**src/rtl/program_loader_pkg.sv**
```systemverilog
// Shared definitions for the program loader: state encodings, word/address widths
// and the first-byte nibble rule.
package program_loader_pkg;

  localparam int INSTR_WIDTH = 28;
  localparam int ADDR_WIDTH  = 16;

  typedef enum logic [2:0] {
    S_CNT_HI = 3'd0,
    S_CNT_LO = 3'd1,
    S_DATA   = 3'd2,
    S_CHECK  = 3'd3,
    S_DONE   = 3'd4,
    S_ERROR  = 3'd5
  } state_e;

  // The first byte of a word carries the top 8 bits; only the low nibble fits in 28 bits.
  function automatic logic first_byte_ok(input logic [7:0] b);
    return (b[7:4] == 4'h0);
  endfunction

endpackage

```
**src/rtl/loader_byte_assembler.sv**
```systemverilog
// Collects stream bytes into a 32-bit word, tracks byte position within the word
// and keeps the running XOR checksum of every byte shifted in.
module loader_byte_assembler (
  input  logic        Clock,
  input  logic        Reset,
  input  logic        shift_i,
  input  logic [7:0]  byte_i,
  output logic [31:0] word_o,
  output logic [1:0]  byte_cnt_o,
  output logic [7:0]  xor_o
);

  logic [31:0] word_q;
  logic [1:0]  byte_cnt_q;
  logic [7:0]  xor_q;

  always_ff @(posedge Clock) begin
    if (Reset) begin
      word_q     <= '0;
      byte_cnt_q <= '0;
      xor_q      <= '0;
    end else if (shift_i) begin
      word_q     <= {word_q[23:0], byte_i};
      byte_cnt_q <= byte_cnt_q + 2'd1;
      xor_q      <= xor_q ^ byte_i;
    end
  end

  assign word_o     = word_q;
  assign byte_cnt_o = byte_cnt_q;
  assign xor_o      = xor_q;

endmodule

```
**src/rtl/program_loader.sv**
```systemverilog
// Byte-stream program loader: parses count, instruction words and checksum,
// writes words into instruction RAM and releases the CPU only on a clean load.
//
// state    | meaning
// S_CNT_HI | waiting for count high byte
// S_CNT_LO | waiting for count low byte, range-checks N
// S_DATA   | assembling instruction words, one strobe per word
// S_CHECK  | waiting for checksum byte
// S_DONE   | load good, CPU released (sticky)
// S_ERROR  | load rejected (sticky)
module program_loader
  import program_loader_pkg::*;
#(
  parameter int MAX_WORDS = 256
) (
  input  logic                   Clock,
  input  logic                   Reset,
  input  logic                   iDataValid,
  input  logic [7:0]             iData,
  output logic                   oDataReady,
  output logic                   oWriteEnable,
  output logic [ADDR_WIDTH-1:0]  oWriteAddress,
  output logic [INSTR_WIDTH-1:0] oWriteInstruction,
  output logic                   oCpuReset,
  output logic                   oDone,
  output logic                   oError
);

  localparam logic [16:0] MAX_W = 17'(MAX_WORDS);

  state_e state_q, state_d;

  logic [7:0]             cnt_hi_q;
  logic [15:0]            count_q;
  logic [ADDR_WIDTH-1:0]  word_idx_q;
  logic                   we_q;
  logic [ADDR_WIDTH-1:0]  addr_q;
  logic [INSTR_WIDTH-1:0] instr_q;

  logic        accept;
  logic        in_data;
  logic        shift;
  logic        word_complete;
  logic        last_word;
  logic [15:0] n_d;
  logic [31:0] asm_word;
  logic [1:0]  asm_cnt;
  logic [7:0]  asm_xor;
  logic [31:0] full_word;

  assign accept        = iDataValid && oDataReady;
  assign in_data       = accept && (state_q == S_DATA);
  assign shift         = in_data && ((asm_cnt != 2'd0) || first_byte_ok(iData));
  assign word_complete = in_data && (asm_cnt == 2'd3);
  assign last_word     = (word_idx_q == (count_q - 16'd1));
  assign n_d           = {cnt_hi_q, iData};
  assign full_word     = {asm_word[23:0], iData};

  loader_byte_assembler u_asm (
    .Clock      (Clock),
    .Reset      (Reset),
    .shift_i    (shift),
    .byte_i     (iData),
    .word_o     (asm_word),
    .byte_cnt_o (asm_cnt),
    .xor_o      (asm_xor)
  );

  always_ff @(posedge Clock) begin
    if (Reset) state_q <= S_CNT_HI;
    else       state_q <= state_d;
  end

  always_comb begin
    state_d = state_q;
    case (state_q)
      S_CNT_HI: if (accept) state_d = S_CNT_LO;
      S_CNT_LO: begin
        if (accept) begin
          if (n_d == 16'd0)               state_d = S_CHECK;
          else if ({1'b0, n_d} > MAX_W)   state_d = S_ERROR;
          else                            state_d = S_DATA;
        end
      end
      S_DATA: begin
        if (accept) begin
          if ((asm_cnt == 2'd0) && !first_byte_ok(iData)) state_d = S_ERROR;
          else if ((asm_cnt == 2'd3) && last_word)       state_d = S_CHECK;
        end
      end
      S_CHECK: if (accept) state_d = (iData == asm_xor) ? S_DONE : S_ERROR;
      default: state_d = state_q;
    endcase
  end

  // The strobe is gated by Reset so a write pending in the reset cycle never reaches RAM.
  always_comb begin
    oDataReady   = 1'b0;
    oCpuReset    = 1'b1;
    oDone        = 1'b0;
    oError       = 1'b0;
    oWriteEnable = we_q && !Reset;
    case (state_q)
      S_CNT_HI, S_CNT_LO, S_DATA, S_CHECK: oDataReady = 1'b1;
      S_DONE: begin
        oCpuReset = 1'b0;
        oDone     = 1'b1;
      end
      S_ERROR: oError = 1'b1;
      default: oDataReady = 1'b0;
    endcase
  end

  always_ff @(posedge Clock) begin
    if (Reset) begin
      cnt_hi_q   <= '0;
      count_q    <= '0;
      word_idx_q <= '0;
      we_q       <= 1'b0;
      addr_q     <= '0;
      instr_q    <= '0;
    end else begin
      we_q <= 1'b0;
      if (accept && (state_q == S_CNT_HI)) cnt_hi_q <= iData;
      if (accept && (state_q == S_CNT_LO)) count_q <= n_d;
      if (word_complete) begin
        we_q       <= 1'b1;
        addr_q     <= word_idx_q;
        instr_q    <= full_word[INSTR_WIDTH-1:0];
        word_idx_q <= word_idx_q + 1'b1;
      end
    end
  end

  assign oWriteAddress     = addr_q;
  assign oWriteInstruction = instr_q;

endmodule

```
**config.mk**
```make
export PLATFORM = sky130hd
export DESIGN_NAME = program_loader
export DESIGN_NICKNAME = d
export VERILOG_FILES = /design/src/rtl/program_loader_pkg.sv /design/src/rtl/loader_byte_assembler.sv /design/src/rtl/program_loader.sv
export SDC_FILE = /design/constraint.sdc
export NUM_CORES = 1
export LEC_CHECK = 0
export ABC_AREA = 1
export BUFFER_PORTS_ARGS = -buffer_cell sky130_fd_sc_hd__buf_2
export CAP_MARGIN = 30
export CORE_MARGIN = 8
export CORE_UTILIZATION = 30
export CTS_BUF_LIST = sky130_fd_sc_hd__clkbuf_2 sky130_fd_sc_hd__clkbuf_4 sky130_fd_sc_hd__clkbuf_8
export DETAILED_ROUTE_END_ITERATION = 12
export GPL_TIMING_DRIVEN = 0
export SYNTH_ARGS = -nofsm -noshare
export SYNTH_HDL_FRONTEND = slang
export SYNTH_SLANG_ARGS = --single-unit
```
**constraint.sdc**
```tcl
create_clock -name Clock -period 3.4 [get_ports Clock]
set_input_delay 0.17 -clock Clock [delete_from_list [all_inputs] [get_ports Clock]]
set_output_delay 0.17 -clock Clock [all_outputs]
set_load 0.02 [all_outputs]
```
**Word level (Yosys, flattened, before mapping)**

Cells that the tools add are included.

- RAM bits: 0
- Memories kept: 0
- Output and inout port bits: 49
- Input port bits: 11
- Register bits: 118
- Logic and storage cells: 63
- Latch bits: 0
- ROM bits: 0

- Equal/unequal tests: 13
- Divide/modulo/power cells: 0
- Multiply operators: 0
- Reductions and logical operators: 20
- Add/subtract/negate cells: 3
- Magnitude comparators: 1
- Shifts and indexed selects: 0
- Muxes and demuxes: 15
- Bitwise operators: 1

Operators with widths:

| kind | number |
|---|---|
| two-way mux 3 bit | 8 |
| adder 16 x 1 -> 16 bit, second input constant | 1 |
| == test 16 bit | 1 |
| greater-than comparator 16 x 9 -> 1 bit, second input constant | 1 |
| logical NOT 16 bit | 1 |
| subtractor 16 x 1 -> 16 bit, second input constant | 1 |
| case mux 3 bit (4 select lines) | 1 |
| logical AND 1 bit | 9 |
| == test 8 bit | 1 |
| != test 2 bit, second input constant | 4 |
| XOR 8 bit | 1 |
| == test 3 x 2 -> 1 bit, second input constant | 2 |
| == test 3 bit, second input constant | 2 |
| two-way mux 1 bit | 6 |
| AND reduction 6 bit | 1 |
| logical NOT 4 bit | 1 |
| nonzero test 4 bit | 1 |
| OR reduction 4 bit | 1 |
| == test 3 x 1 -> 1 bit, second input constant | 1 |
| logical NOT 3 bit | 1 |
| != test 3 x 1 -> 1 bit, second input constant | 1 |
| adder 2 x 1 -> 2 bit, second input constant | 1 |
| == test 2 bit, second input constant | 1 |
| logical NOT 1 bit | 2 |
| 3 further kinds | 3 |

**Logic depth before layout (Yosys ltp)**

- Depth in word-level cells: 7
- Mapped depth: 15

**By module**

Synthesis repeated with hierarchy kept, for this count alone.

- Cells, all modules: 780
- Area total of the unflattened synthesis: 5683.0 um^2

By module, submodules not included:

| module | area an instance (um^2) | cells each | instances |
|---|---|---|---|
| program_loader | 4146.5 | 587 | 1 |
| loader_byte_assembler | 1536.5 | 193 | 1 |

**Worst setup path after synthesis**

No wires, ideal clock.

- Path type: reg-to-reg
- From: register u_asm.byte_cnt_q[0], in the netlist u_asm.byte_cnt_o[0]
- To: register word_idx_q[14]
- Setup time: 131 ps
- Stages on the path, launching flop included: 11
- Path slack: 1782 ps
- Arrival: 1487 ps
- Cell sequence: dfxtp_1 > ha_1 > nand3_2 > nor2_8 > nand2_4 > nor4_4 > nand2_1 > nor2_2 > nand2_1 > nor3_2 > nor3_2

- Cells in the longest elaborated chain, start to end: 2

RTL lines:

| element | line | RTL |
|---|---|---|
| from (decl) | loader_byte_assembler.sv:14 | `logic [1:0] byte_cnt_q;` |
| from (signal assigned) | loader_byte_assembler.sv:24 | `byte_cnt_q <= byte_cnt_q + 2'd1;` |
| == test 2 bit | program_loader.sv:54 | `assign word_complete = in_data && (asm_cnt == 2'd3);` |
| logical AND 1 bit | program_loader.sv:54 |  |
| to (signal assigned) | program_loader.sv:130 | `word_idx_q <= word_idx_q + 1'b1;` |
| to (decl) | program_loader.sv:35 | `logic [ADDR_WIDTH-1:0] word_idx_q;` |

Every way passes these cells.
A chain may end at the register's enable or synchronous reset.

**Worst setup path in the final report**

- From: register word_idx_q[1]
- To: register word_idx_q[14]

- Cells in the longest elaborated chain, start to end: 1

RTL lines:

| element | line |
|---|---|
| adder 16 x 1 -> 16 bit | program_loader.sv:130 |

Every way passes these cells.

==> impl_metrics.json <==
{
  "worstPathCellList": "ha_1 > nand2_1 > nor2_1 > inv_1 > nor4_4 > nand2_1 > nor2_2 > nand2_1 > nor3_2 > nor3_2",
  "cpMostUsedCell": "nand2_1",
  "die_area_mm2": 0.0213,
  "reg2reg_depth": 10,
  "drive_above_1_share_pct": 15.8,
  "rsz0062_at_grt": "false",
  "core_mm2": 0.0165,
  "cp_data_arrival_time_ns": 2.24,
  "synth_ff_type": "dfxtp_1",
  "end_kind": "flop",
  "grt_max_degree": 17,
  "min_path_type": "in -> reg",
  "synth.most_common_cell": "nor2_1",
  "start_kind": "flop",
  "synth-seq-cells": 118,
  "rows": 47,
  "clk_pin_slew_ns": 0.07,
  "seq_area_frac_synth_pct": 46.7,
  "cpPeakStageDelay_ns": 0.47,
  "critPathKind": "reg -> reg",
  "gp_congestion": 0.877,
  "status": "completed",
  "synth_compound_area_share_pct": 16.7,
  "synth_fa_ha_area_share_pct": 0.989,
  "root_buffer": "clkbuf_8",
  "num-fill-cells": 1780,
  "dr.pass1.iters": 5,
  "dieWidth_um": 146,
  "synth_top_family_by_area": "simple AND/OR/NAND/NOR gates",
  "cts_tree": "built",
  "p_per_area_mw_per_mm2": 524,
  "viasPerCell": 4.73,
  "routed_wl_um": 14700,
  "yosys.area.top_type_share_pct": 46.7,
  "leakagePower_nw": 2.75,
  "start_util_pct": 30.6,
  "cap_violations": 0,
  "post_cts_buffers": 0,
  "grt-ovfl-total": 0,
  "drtIter0Drc": 350,
  "area_growth_pct": 19.1,
  "ant_nets": 0,
  "worstPathRequired_ns": 3.70,
  "cts_resized": 0,
  "synth_area_leader_cell": "dfxtp_1",
  "syn_nets": 706,
  "postCtsHoldBufs": 0,
  "peakVddDrop_mv": 0.282,
  "cp_max_fo": 6,
  "wl_per_cell_um": 14.7,
  "dpl.hpwl_um": 10800,
  "cts-buffers-inserted": 17,
  "grt_pass1_wl_um": 24000,
  "synth.distinct_cells": 32,
  "synth_xor_xnor_area_share_pct": 4.33,
  "vias": 4729,
  "fin_crit_sh_pct": 57.1,
  "slowest_stage": "dfxtp_1",
  "setup_viol": 0,
  "min_path_cells": 2,
  "fin_setup_tns_ns": 0,
  "syn-instance-count": 691,
  "utilization_pct": 36.5,
  "io_pins": 60,
  "clock_sinks": 118,
  "syn-cell-area_mm2": 0.00506,
  "worst_slew_pin_slew_ns": 0.650,
  "skew_ns": 0.00901,
  "grt_pass1_vias": 4592,
  "grt_usage_pct": 14.0,
  "hold_viol_final": 0,
  "slew_viol_final": 0,
  "antenna_found_initial": 0,
  "yosys-top-cells-count": "nor2_1 (169), dfxtp_1 (118), o21ai_0 (105), nand2_1 (72), a21oi_1 (54)",
  "muxShareOfSynthArea_pct": 0,
  "synthSimpleGateAreaFrac_pct": 24.7,
  "fmax_mhz": 515,
  "ys_async_sr_fraction_pct": 0,
  "ys_warn_count": 0,
  "clk_latency_ns": 0.43,
  "route.detailed.drc": 0,
  "synth_edf_count": 0,
  "diodes": 0,
  "die_y_um": 146,
  "period_minus_slack_ns": 1.94,
  "clk_path_buf_depth": 2,
  "final_nets": 784,
  "synthTopCellsByArea": "dfxtp_1 (47%), nor2_1 (13%), o21ai_0 (10%)",
  "io_buffers": 59,
  "max_slew_margin_pct": 56.7,
  "htreeDepth": 4,
  "syn_area_per_cell_um2": 7.32
}
==> per-layer routing <==
layer | up-vias | track usage [%] | wire, um
met2 | 123 | 22.9 | 6790
met3 | 18 | 3.73 | 890
met4 | 0 | 4.69 | 264
met1 | 2194 | 17.6 | 6760
li1 | 2394 | - | -
met5 | - | 0 | 0
==> power by group <==
part           internal (mW)  leakage, nW  switching [mW]
Combinational          0.130         1.59           0.252
Sequential              1.42        0.954          0.0345
Clock                  0.757        0.200           0.566
Total                   2.30         2.75           0.853
==> cells in the final DEF (no fill, tap or decap), types with 7 or more instances in the layout <==
master,instances
clkbuf_1,23
dfxtp_1,118
o21ai_0,105
xnor2_1,14
inv_1,49
a21oi_1,54
nand3_1,15
buf_2,65
inv_2,7
nor2_1,169
nand4_1,7
nand2_1,72
clkbuf_8,19
xor2_1,11
==> flip-flops by register name, indices dropped and copies added (netlist names) <==
register,count
oWriteAddress,16
u_asm.word_o,20
oWriteInstruction,28
u_asm.byte_cnt_o,2
u_asm.xor_o,8
word_idx_q,16
we_q,1
state_q,3
count_q,16
cnt_hi_q,8
==> area by class of cell <==
cell class | count | area [um2] | share of cell area, %
clock buffer | 20 | 269 | 4.46
multi-input combinational | 487 | 2370 | 39.3
inverter | 56 | 210 | 3.49
sequential | 118 | 2360 | 39.2
buffer | 30 | 120 | 1.99
tap | 220 | 275 | 4.57
clock inverter | 9 | 129 | 2.14
timing repair buffer | 59 | 295 | 4.90
==> kinds of logic after synthesis <==
kind of cell | Yosys count
flip-flops | 118
buffers and inverters | 86
adder cells (fa/ha/maj) | 4
AND/OR/NAND/NOR | 291
XOR/XNOR | 25
AO/OA/AOI/OAI | 167
==> worst max-delay path, delay by kind of cell, from the launching register on <==
kind | cells | cell delay [ns]
flip-flops | 1 | 0.47
AND/OR/NAND/NOR | 8 | 0.99
adder cells (fa/ha/maj) | 1 | 0.27
buffers and inverters | 1 | 0.09
==> path summary, 6_finish.rpt <==
check | from | to | slack [ns]
worst max-delay path | word_idx_q[1] | word_idx_q[14] | 1.46
worst min-delay path | Reset | word_idx_q[4] | 0.04
worst max register to register | word_idx_q[1] | word_idx_q[14] | 1.46
worst min register to register | oWriteAddress[9] | oWriteAddress[9] | 0.47
==> through the flow <==
stage | hold slack [ns] | std cells | worst slack (ns) | power [mW] | area [um2]
5_1_grt | 0.0212 | 999 | 1.26 | 3.30 | 6030
3_5_place_dp | 0.460 | 970 | 1.43 | 1.86 | 5630
4_1_cts | 0.0206 | 999 | 1.42 | 3.18 | 6030
2_1_floorplan | 0.248 | 691 | 1.78 | 1.76 | 5060
6_report | 0.0441 | 999 | 1.46 | 3.16 | 6030
3_3_place_gp | 0.460 | 970 | 1.42 | 1.86 | 5630
(Power assumes the default switching activity.)
